$ cat src/rtl/sec32_encoder.sv
// Two-stage pipelined SEC encoder: 32 data bits in, 40-bit codeword (data + 8 check bits) out.
// Optional error injection on the S2 load path when SEC32_ENC_ERRINJ_EN is defined.
module sec32_encoder (
    input  logic        clk,
    input  logic        rst,
    input  logic        in_valid,
    output logic        in_ready,
    input  logic [31:0] in_data,
    output logic        out_valid,
    input  logic        out_ready,
    output logic [31:0] out_data,
    output logic [7:0]  out_check,
    output logic [15:0] out_count
`ifdef SEC32_ENC_ERRINJ_EN
    ,
    input  logic        inj_valid,
    input  logic [5:0]  inj_pos
`endif
);

    localparam int unsigned DW   = 32;
    localparam int unsigned CW   = 8;
    localparam int unsigned NW   = 8;
    localparam int unsigned PW   = DW + CW;
    localparam int unsigned CNTW = 16;

    logic          s1_valid_q, s1_valid_d;
    logic [DW-1:0] s1_data_q,  s1_data_d;
    logic [NW-1:0] s1_nib_q,   s1_nib_d;
    logic [CW-1:0] s1_col_q,   s1_col_d;

    logic          s2_valid_q, s2_valid_d;
    logic [DW-1:0] s2_data_q,  s2_data_d;
    logic [CW-1:0] s2_check_q, s2_check_d;

    logic [CNTW-1:0] count_q, count_d;

    logic          s1_ready;
    logic          s2_ready;
    logic [CW-1:0] check_c;
    logic [PW-1:0] flip_c;
    logic [PW-1:0] codeword_c;

    // Check bits from nibble parities and column parities held in S1
    always_comb begin
        check_c    = '0;
        check_c[0] = s1_nib_q[4] ^ s1_nib_q[5] ^ s1_col_q[0];
        check_c[1] = s1_nib_q[6] ^ s1_nib_q[7] ^ s1_col_q[1];
        check_c[2] = s1_nib_q[4] ^ s1_nib_q[6] ^ s1_col_q[2];
        check_c[3] = s1_nib_q[5] ^ s1_nib_q[7] ^ s1_col_q[3];
        check_c[4] = s1_nib_q[0] ^ s1_nib_q[1] ^ s1_col_q[4];
        check_c[5] = s1_nib_q[2] ^ s1_nib_q[3] ^ s1_col_q[5];
        check_c[6] = s1_nib_q[0] ^ s1_nib_q[2] ^ s1_col_q[6];
        check_c[7] = s1_nib_q[1] ^ s1_nib_q[3] ^ s1_col_q[7];
    end

    // Single-bit inversion mask applied as S2 loads a word
    always_comb begin
        flip_c = '0;
`ifdef SEC32_ENC_ERRINJ_EN
        if (inj_valid && (inj_pos < 6'd40)) begin
            flip_c = PW'(1) << inj_pos;
        end
`endif
        codeword_c = {check_c, s1_data_q} ^ flip_c;
    end

    // Handshake, stage loads and output counter
    always_comb begin
        s2_ready   = !s2_valid_q || out_ready;
        s1_ready   = !s1_valid_q || s2_ready;
        in_ready   = s1_ready;

        s1_valid_d = s1_valid_q;
        s1_data_d  = s1_data_q;
        s1_nib_d   = s1_nib_q;
        s1_col_d   = s1_col_q;
        s2_valid_d = s2_valid_q;
        s2_data_d  = s2_data_q;
        s2_check_d = s2_check_q;
        count_d    = count_q;

        if (s1_ready) begin
            s1_valid_d = in_valid;
            if (in_valid) begin
                s1_data_d = in_data;
                for (int k = 0; k < 8; k++) begin
                    s1_nib_d[k] = ^in_data[4*k +: 4];
                end
                for (int r = 0; r < 4; r++) begin
                    s1_col_d[r]   = in_data[r]    ^ in_data[r+4]  ^ in_data[r+8]  ^ in_data[r+12];
                    s1_col_d[4+r] = in_data[16+r] ^ in_data[20+r] ^ in_data[24+r] ^ in_data[28+r];
                end
            end
        end

        if (s2_ready) begin
            s2_valid_d = s1_valid_q;
            if (s1_valid_q) begin
                s2_data_d  = codeword_c[DW-1:0];
                s2_check_d = codeword_c[PW-1:DW];
            end
        end

        if (s2_valid_q && out_ready) begin
            count_d = count_q + CNTW'(1);
        end
    end

    always_ff @(posedge clk) begin
        if (rst) begin
            s1_valid_q <= 1'b0;
            s1_data_q  <= '0;
            s1_nib_q   <= '0;
            s1_col_q   <= '0;
            s2_valid_q <= 1'b0;
            s2_data_q  <= '0;
            s2_check_q <= '0;
            count_q    <= '0;
        end else begin
            s1_valid_q <= s1_valid_d;
            s1_data_q  <= s1_data_d;
            s1_nib_q   <= s1_nib_d;
            s1_col_q   <= s1_col_d;
            s2_valid_q <= s2_valid_d;
            s2_data_q  <= s2_data_d;
            s2_check_q <= s2_check_d;
            count_q    <= count_d;
        end
    end

    assign out_valid = s2_valid_q;
    assign out_data  = s2_data_q;
    assign out_check = s2_check_q;
    assign out_count = count_q;

endmodule
$ cat config.mk
export PLATFORM = sky130hd
export DESIGN_NAME = sec32_encoder
export DESIGN_NICKNAME = d
export VERILOG_FILES = /design/src/rtl/sec32_encoder.sv
export SDC_FILE = /design/constraint.sdc
export NUM_CORES = 1
export LEC_CHECK = 0
export BUFFER_PORTS_ARGS = -buffer_cell sky130_fd_sc_hd__buf_4
export CAP_MARGIN = 20
export CORE_UTILIZATION = 40
export DETAILED_ROUTE_END_ITERATION = 16
export GPL_TIMING_DRIVEN = 0
export PLACE_DENSITY_LB_ADDON = 0.25
export SETUP_SLACK_MARGIN = 0.02
export SYNTH_ARGS = -nofsm -noshare
export SYNTH_HDL_FRONTEND = slang
export SYNTH_SLANG_ARGS = --single-unit
export TNS_END_PERCENT = 20
$ cat constraint.sdc
create_clock -name clk -period 2.8 [get_ports clk]
set_input_delay 0 -clock clk [delete_from_list [all_inputs] [get_ports clk]]
set_output_delay 0 -clock clk [all_outputs]
set_load 0.1 [all_outputs]
==> results.md, run 1 <==
* Status: finished, final reports clean
* Total power at 3.15 mW
* Worst-path cell chain: ha_1 > nand3_1 > nor2_1 > or4b_1 > a21oi_1
* Initial DRT Pass Iterations at 4
* WHS at 0.285 ns
* Vias in the first global route at 3677
* Placer Congestion at 0.890
* Count of cell types in the netlist at 31
* Initial antenna violation count at 0
* DP Worst Slack at 1.08 ns
* Worst path bufs/invs at 0
* Via count at 3871
* Post-Place Cell Area at 5200 µm²
* Drt drc at 0
* Initial DRC Count at 111
* Design area at 5720 µm²
* Synth-to-Final Area Change at 31.9%
* Post-synthesis sequential element count at 106
* CP endpoint kind: register
* Slowest cell on the critical path: or4b_1
* IO Port Bufs at 92
* Peak Freq at 578 MHz
* Post-synthesis cell count at 520
* DPL Wire Length at 8020 µm
* Worst-Skew Late Latency at 0.37 ns
* Max IR drop VDD at 0.248 mV
* IO Count at 94
* First-pass GRT wire length at 17300 µm
* Die Footprint at 11300 µm²
* Post-CTS Resized at 0
* Final setup viols at 0
* RSZ-0062 raised after global routing: false
* Min Tclk post-route at 1.73 ns
* Ratio of final minimum period to clock period at 61.8%
* Arrival @ worst endpoint at 2.03 ns
* Critical path launch point type: register
* Post-Syn Nets at 557
* Max Slew Vio Count at 0
* Total track usage at 19.5%
* Clock Skew at 0.00888 ns
* Crit path required time at 3.10 ns
* Die H at 106 µm
* Tightest Hold Check Type: in -> reg
* Critical path class: reg -> reg
* Syn. warnings at 0
* Gr ovfl total at 0
* Initial core utilization at 41.6%
* Crit path max-delay family: simple AND/OR/NAND/NOR gates
* Final Util at 54.9%
* CTS sink count at 106
* Root Buffer: clkbuf_8
* Synthesized area per cell at 8.34 µm²
* Wirelength, routed at 10700 µm
* Vias per inst at 4.86
* Number of diodes at 0
* Actual slew at the worst max-slew pin at 0.572 ns
* Clock Path Buffers at 2
* TritonCTS buffer count at 9
* Clock tree from TritonCTS: built
* Total Nets Final at 694
* Max-slew headroom at 61.9%
* Fin. Hold Viols at 0
* Final worst setup slack at 1.07 ns
* PD cells at 551 nW/µm²
* Clk pin slew, worst setup/hold paths at 0.10 ns
* Max_cap viols at 0
* LEAKAGE at 2.18 nW
* Die Wd at 106 µm
* Seq/Total Area, Yosys at 48.9%
* Total Neg Setup Slack at 0 ns
* Largest net degree at the start of global routing at 17
* Placed cells at 748
* Fin cells at 796
* Layout cell share with drive strength beyond 1 at 17.9%
* Antenna-violating nets left at 0
* Rows at 37
* Cell Area, Synth at 4340 µm²
* Core footprint at 10400 µm²
* Drt wl/cell at 13.4 µm
* H-tree level count at 3
* CP max stage delay at 0.46 ns
* Critical Path Fanout Max at 8
[cell usage after synthesis (all sizes together)]
| library cell | count | area share [%] |
|---|---|---|
| nand3b | 1 | 0.17 |
| and2b | 1 | 0.17 |
| buf | 9 | 0.98 |
| dfxtp | 106 | 49 |
| xor2 | 7 | 1.4 |
| clkbuf | 21 | 1.8 |
| nand2b | 1 | 0.14 |
| ha | 1 | 0.29 |
| nand2 | 152 | 13 |
| o21ai | 2 | 0.23 |
| a211oi | 16 | 2.8 |
| nand4 | 5 | 1.1 |
| nor2b | 1 | 0.14 |
| o41ai | 1 | 0.20 |
| nor2 | 30 | 2.6 |
| and4 | 3 | 0.66 |
| nor3 | 2 | 0.23 |
| xnor2 | 68 | 14 |
| inv | 2 | 0.17 |
| a21oi | 79 | 9.4 |
| or4b | 1 | 0.23 |
| or4 | 1 | 0.17 |
| o31ai | 1 | 0.17 |
| or3 | 2 | 0.29 |
| nor4 | 1 | 0.14 |
| and3 | 1 | 0.17 |
| nand3 | 5 | 0.58 |
[sequential cells by signal, indices dropped and copies added (netlist names)]
register / count
s1_data_q: 32
out_data: 32
s1_valid_q: 1
out_check: 8
out_count: 16
s1_col_q: 8
s1_nib_q: 8
out_valid: 1
[kinds of logic (layout without fill, tap and decap cells)]
kind of cell / count (synthesis) / count (layout) / synth area share, %
simple gates: 207 / 207 / 19.9
fa+ha+maj: 1 / 1 / 0.288
xor+xnor: 75 / 75 / 15.1
flops: 106 / 106 / 48.9
buf+inv: 32 / 172 / 2.97
compound gates: 99 / 99 / 12.7
[placed cells by master (no fill, tap or decap)]
master,n
dfxtp_1,105
nor2b_1,1
nor2_1,30
o21ai_0,2
nand2_1,152
and3_2,1
clkbuf_1,21
clkbuf_8,9
a21oi_1,78
and2b_1,1
a21oi_4,1
nor3_1,2
o41ai_1,1
ha_1,1
nand4_1,4
or3_1,2
or4b_1,1
buf_1,2
a211oi_1,16
dfxtp_2,1
clkinv_2,1
and4_4,1
xnor2_1,68
bufinv_16,1
clkinvlp_4,3
nand2b_1,1
dlygate4sd3_1,34
nand3b_1,1
nand3_1,5
nand4_4,1
o31ai_1,1
and4_1,2
buf_4,92
nor4_1,1
buf_2,7
xor2_1,7
or4_1,1
inv_1,2
[final timing paths]
check	startpoint	end	slack (ns)	cells past startpoint
min reg2reg	s1_data_q[17]$_SDFFE_PP0P_	out_data[17]$_SDFFE_PP0P_	0.44	2
max reg2reg	out_count[0]$_SDFFE_PP0P_	out_count[14]$_SDFFE_PP0P_	1.07	5
max	out_count[0]$_SDFFE_PP0P_	out_count[14]$_SDFFE_PP0P_	1.07	5
min	rst	s1_data_q[9]$_SDFFE_PP0P_	0.29	3
[layer usage]
| layer | up-vias | wire, µm | GRT usage [%] |
|---|---|---|---|
| met5 | - | 0 | 0 |
| met2 | 97 | 4940 | 30.8 |
| met1 | 1781 | 5000 | 26.6 |
| met4 | 0 | 225 | 8.13 |
| met3 | 17 | 514 | 2.82 |
| li1 | 1976 | - | - |
[final cells by class]
cell class	instances	area [µm²]
flip-flops and latches	106	2120
clock inverters	5	57.6
plain buffers	30	121
inverters	2	7.51
repair buffers	126	1030
multi-input cells	382	2090
well taps	136	170
fillers	979	4690
clock buffers	9	124
[power breakdown]
group | switching [mW] | internal (mW)
sequential | 0.0483 | 1.58
combinational | 0.393 | 0.240
clock | 0.491 | 0.402
[repair_timing]
| action | 4_1_cts | 5_1_grt |
|---|---|---|
| buffers inserted | 0 | 0 |
| hold endpoints to repair | 34 | 0 |
| hold buffers | 34 | 0 |
[worst register-to-register path: cells and delay by family (launching register included)]
kind            cells  cell delay [ns]
simple gates        3             0.97
flops               1             0.40
fa+ha+maj           1             0.17
compound gates      1             0.14
No activity file was read; power rests on OpenSTA's default activity.
==> run 2: changes to the inputs <==
==> constraint.sdc (replaced) <==
create_clock -name clk -period 1.5 [get_ports clk]
set_input_delay 0 -clock clk [delete_from_list [all_inputs] [get_ports clk]]
set_output_delay 0 -clock clk [all_outputs]
set_load 0.1 [all_outputs]
==> results.md, run 2 (same netlist as run 1, synthesis figures left out) <==
* Status: finished, final reports clean
* Clock tree from TritonCTS: built
* DPL Wire Length at 8180 µm
* Largest net degree at the start of global routing at 17
* Max_cap viols at 0
* Initial DRC Count at 140
* Actual slew at the worst max-slew pin at 0.601 ns
* CTS sink count at 106
* Synth-to-Final Area Change at 37.7%
* R2R cell count at 4
* Critical Path Fanout Max at 6
* Post-Place Cell Area at 5220 µm²
* Peak Freq at 669 MHz
* Vias in the first global route at 3767
* PD cells at 1000 nW/µm²
* H-tree level count at 3
* Initial core utilization at 41.6%
* CP endpoint kind: register
* Highest-count cells in the layout ignoring fill and taps: 151 x nand2_1, 108 x buf_4, 94 x dfxtp_1
* Via count at 3973
* TritonCTS buffer count at 9
* Initial antenna violation count at 0
* Core footprint at 10400 µm²
* Commonest non-fill, non-tap cell in the layout: nand2_1
* Initial DRT Pass Iterations at 4
* Design area at 5970 µm²
* Final setup viols at 0
* Antenna-violating nets left at 0
* Vias per inst at 4.90
* CP max stage delay at 0.52 ns
* FF-to-FF End: out_count[14]$_SDFFE_PP0P_
* Fillers at 976
* Wirelength, routed at 11500 µm
* RSZ-0062 raised after global routing: true
* Crit path required time at 1.81 ns
* Rows at 37
* Area of the multi-input gates at 2150 µm²
* Drt drc at 0
* Arrival @ worst endpoint at 1.80 ns
* Min Tclk post-route at 1.50 ns
* Ratio of final minimum period to clock period at 99.7%
* Placer Congestion at 0.901
* First-pass GRT wire length at 18200 µm
* Critical path launch point type: register
* Fin. Hold Viols at 0
* Worst-path cell chain: and4_4 > nand4_4 > or4b_4 > a21oi_2
* Hold depth at 3
* Total Nets Final at 707
* Max IR drop VDD at 0.415 mV
* IO Port Bufs at 92
* Die Footprint at 11300 µm²
* Worst hold start: rst
* Drt wl/cell at 14.2 µm
* Slowest cell on the critical path: or4b_4
* Number of diodes at 0
* Total Neg Setup Slack at 0 ns
* Gr ovfl total at 0
* Die Wd at 106 µm
* Total power at 5.98 mW
* Clock Skew at 0.0164 ns
* Register area at 2160 µm²
* Critical path class: reg -> reg
* IO Count at 94
* Clk pin slew, worst setup/hold paths at 0.11 ns
* Max-slew headroom at 59.9%
* LEAKAGE at 2.30 nW
* Root Buffer: clkbuf_8
* Total track usage at 20.7%
* Hold Path End: s1_data_q[11]$_SDFFE_PP0P_
* Layout cell share with drive strength beyond 1 at 24.4%
* R2r setup slk at 0.004 ns
* Clock Path Buffers at 2
* Die H at 106 µm
* Max Slew Vio Count at 0
* Worst-Skew Late Latency at 0.37 ns
* Reg-to-reg startpoint: out_count[8]$_SDFFE_PP0P_
* Tightest Hold Check Type: in -> reg
run 2: cell types whose count changed in the layout (fill, tap and decap cells not counted), sizes merged:
cell	delta
clkbuf	+4
a21oi	+1
bufinv	-1
clkinvlp	-2
buf	+12
clkinv	+1
run 2: final cells by class:
cell class / instances / area share (%)
plain buffers: 30 / 2.97
clock buffers: 13 / 2.85
clock inverters: 3 / 0.356
inverters: 2 / 0.126
multi-input cells: 383 / 36.0
flip-flops and latches: 106 / 36.1
well taps: 136 / 2.85
repair buffers: 138 / 18.8
run 2: how the worst max path moves through the flow:
stage,startpoint,to,slack (ns),cells past startpoint
2_1_floorplan,out_valid$_SDFFE_PP0P_,s1_data_q[10]$_SDFFE_PP0P_,-0.71,5
3_3_place_gp,out_count[0]$_SDFFE_PP0P_,out_count[14]$_SDFFE_PP0P_,-0.13,5
3_5_place_dp,out_count[0]$_SDFFE_PP0P_,out_count[14]$_SDFFE_PP0P_,-0.21,5
4_1_cts,out_count[0]$_SDFFE_PP0P_,out_count[14]$_SDFFE_PP0P_,-0.12,5
5_1_grt,out_count[9]$_SDFFE_PP0P_,out_count[14]$_SDFFE_PP0P_,-0.04,4
6_report,out_count[8]$_SDFFE_PP0P_,out_count[14]$_SDFFE_PP0P_,0.004,4
run 2: through the flow:
stage	util, %	cells	hold WS [ns]	setup WS, ns
finish	57.3	811	0.233	0.00412
global placement	50.1	748	0.284	-0.130
detailed placement	50.1	748	0.288	-0.211
CTS	55.5	798	0.223	-0.122
global route	57.3	811	0.276	-0.0368
floorplan	-	520	0.136	-0.706
run 2: what timing repair did:
action,CTS,global route
pin swaps,1,7
endpoints found under the hold margin,34,0
cloned,0,1
setup endpoints to repair,54,82
gates resized for setup,15,43
hold buffers,34,0
setup buffers,0,12
run 2: where the power goes:
group | internal [mW] | switching [mW] | total (mW) | leakage [nW]
registers | 2.94 | 0.0924 | 3.03 | 0.875
clock network | 0.754 | 0.977 | 1.73 | 0.0948
logic | 0.473 | 0.752 | 1.23 | 1.34
run 2: critical path, delay by kind of cell, from the launching register on:
| kind | cells | cell delay (ns) |
|---|---|---|
| AOI/OAI and AO/OA | 1 | 0.13 |
| DFF | 1 | 0.39 |
| and+or+nand+nor | 3 | 0.91 |
run 2: routing by layer:
metal  vias up  track usage [%]  wire length (µm)
met1      1855             26.4              5380
met5         -                0                 0
met3        15             2.88               411
met2        98             34.8              5560
met4         0             9.13               184
li1       2005                -                 -
==> run 3: changes to the inputs <==
--- a/config.mk
+++ b/config.mk
@@ -6,7 +6,8 @@
 export NUM_CORES = 1
 export LEC_CHECK = 0
 export BUFFER_PORTS_ARGS = -buffer_cell sky130_fd_sc_hd__buf_4
-export CAP_MARGIN = 20
+export CELL_PAD_IN_SITES_DETAIL_PLACEMENT = 0
+export CELL_PAD_IN_SITES_GLOBAL_PLACEMENT = 1
 export CORE_UTILIZATION = 40
 export DETAILED_ROUTE_END_ITERATION = 16
 export GPL_TIMING_DRIVEN = 0
==> constraint.sdc (replaced) <==
create_clock -name clk -period 1.55 [get_ports clk]
set_input_delay 0 -clock clk [delete_from_list [all_inputs] [get_ports clk]]
set_output_delay 0 -clock clk [all_outputs]
set_load 0.1 [all_outputs]
==> results.md, run 3 (same netlist as run 1, synthesis figures left out) <==
* TritonCTS buffer count at 9
* Final setup viols at 0
* Synth-to-Final Area Change at 37.8%
* Ratio of final minimum period to clock period at 96.6%
* Worst path bufs/invs at 1
* CP max stage delay at 0.37 ns
* IO Port Bufs at 92
* LEAKAGE at 2.32 nW
* Fin. Hold Viols at 0
* Hold depth at 3
* Via count at 3963
* Gr ovfl total at 0
* CTS sink count at 106
* Crit path required time at 1.83 ns
* Total track usage at 20.9%
* Clock tree from TritonCTS: built
* Max IR drop VDD at 0.574 mV
* Number of diodes at 0
* Root Buffer: clkbuf_8
* Total power at 6.18 mW
* Arrival @ worst endpoint at 1.77 ns
* Beginning of the critical path: out_valid$_SDFFE_PP0P_
* Initial core utilization at 41.6%
* Critical path class: reg -> reg
* Antenna-violating nets left at 0
* Highest-count cells in the layout ignoring fill and taps: 151 x nand2_1, 105 x buf_4, 95 x dfxtp_1
* Worst-path cell chain: and2b_2 > a21oi_4 > clkbuf_4 > nor2_1 > a211oi_1
* Peak Freq at 668 MHz
* Min Tclk post-route at 1.50 ns
* R2r setup slk at 0.05 ns
* Vias in the first global route at 3804
* Actual slew at the worst max-slew pin at 0.606 ns
* Initial DRC Count at 193
* IO Count at 94
* Total Neg Setup Slack at 0 ns
* Vias per inst at 4.89
* Clock Skew at 0.0149 ns
* Critical path launch point type: register
* Clock Path Buffers at 2
* Commonest non-fill, non-tap cell in the layout: nand2_1
* Core footprint at 10400 µm²
* Max Slew Vio Count at 0
* Worst-Skew Late Latency at 0.37 ns
* Rows at 37
* Status: finished, final reports clean
* Max-slew headroom at 59.6%
* Clk pin slew, worst setup/hold paths at 0.10 ns
* PD cells at 1030 nW/µm²
* Die H at 106 µm
* DP Worst Slack at -0.109 ns
* Wirelength, routed at 11600 µm
* Initial antenna violation count at 0
* Largest net degree at the start of global routing at 17
* Tightest Hold Check Type: in -> reg
* Slowest cell on the critical path: dfxtp_4
* CP endpoint kind: register
* Reg-to-reg startpoint: out_valid$_SDFFE_PP0P_
* Critical Path Fanout Max at 10
* Crit path max-delay family: compound AO/OA/AOI/OAI gates
* Die Wd at 106 µm
* Layout cell share with drive strength beyond 1 at 23.7%
* RSZ-0062 raised after global routing: true
* Total Nets Final at 706
* Max_cap viols at 0
* Drt drc at 0
* Drt wl/cell at 14.3 µm
* WHS at 0.276 ns
* Worst hold start: rst
* Initial DRT Pass Iterations at 4
* R2R cell count at 5
* Die Footprint at 11300 µm²
* DPL Wire Length at 8190 µm
* Number of cells on the critical path at 5
* H-tree level count at 3
* Final worst setup slack at 0.0526 ns
* Placer Congestion at 0.867
* First-pass GRT wire length at 18300 µm
==> run 3: cell count changes in the layout (fill, tap and decap cells not counted), moves of 2 or more <==
| cell | delta |
|---|---|
| dfxtp_4 | -2 |
| clkbuf_4 | -2 |
| buf_2 | +3 |
| bufinv_16 | +3 |
| clkbuf_2 | +3 |
| buf_4 | -3 |
==> run 3: path summary, 6_finish.rpt <==
| path | endpoint |
|---|---|
| worst min-delay path | out_data[31]$_SDFFE_PP0P_ |
| worst min register to register | out_data[29]$_SDFFE_PP0P_ |
| worst max register to register | s1_nib_q[6]$_SDFFE_PP0P_ |
| worst max-delay path | s1_nib_q[6]$_SDFFE_PP0P_ |
==> run 3: stage by stage <==
stage	instances	cell area [µm²]	util, %
after detailed placement	748	5220	50.1
final	810	5980	57.4
after floorplan	520	4360	-
after CTS	798	5820	55.9
after global placement	748	5220	50.1
after global routing	810	5980	57.4
==> run 3: timing repair <==
action / 4_1_cts / 5_1_grt
endpoints found under the hold margin: 34 / 0
hold buffers: 34 / 0
endpoints found under the setup margin: 45 / 77
setup buffers: 0 / 12
pin swaps: 1 / 5
resized for setup: 11 / 29
==> run 3: report_power, final <==
part	total, mW	leakage, nW	switching (mW)	internal, mW
sequential	2.93	0.874	0.0874	2.84
clock	2.06	0.121	0.937	1.12
combinational	1.19	1.33	0.733	0.452
==> run 3: area by class of cell <==
| cell class | instances | area, µm² |
|---|---|---|
| fill | 984 | 4440 |
| sequential | 106 | 2150 |
| multi-input combinational | 382 | 2120 |
| timing repair buffer | 138 | 1120 |
| tap | 136 | 170 |
| buffer | 30 | 155 |
| clock buffer | 12 | 145 |
| clock inverter | 4 | 98.8 |
| inverter | 2 | 7.51 |
==> run 3: worst register-to-register path, delay by kind of cell (launching register included) <==
| family | cells | cell delay (ns) |
|---|---|---|
| compound gates | 2 | 0.47 |
| buf+inv | 1 | 0.28 |
| flops | 1 | 0.37 |
| simple gates | 2 | 0.30 |
==> run 3: per-layer routing <==
| layer | routed length [µm] | GRT usage (%) | up-vias |
|---|---|---|---|
| li1 | - | - | 1997 |
| met1 | 5530 | 27.8 | 1875 |
| met2 | 5530 | 34.8 | 81 |
| met3 | 383 | 2.82 | 10 |
| met4 | 131 | 7.14 | 0 |
| met5 | 0 | 0 | - |
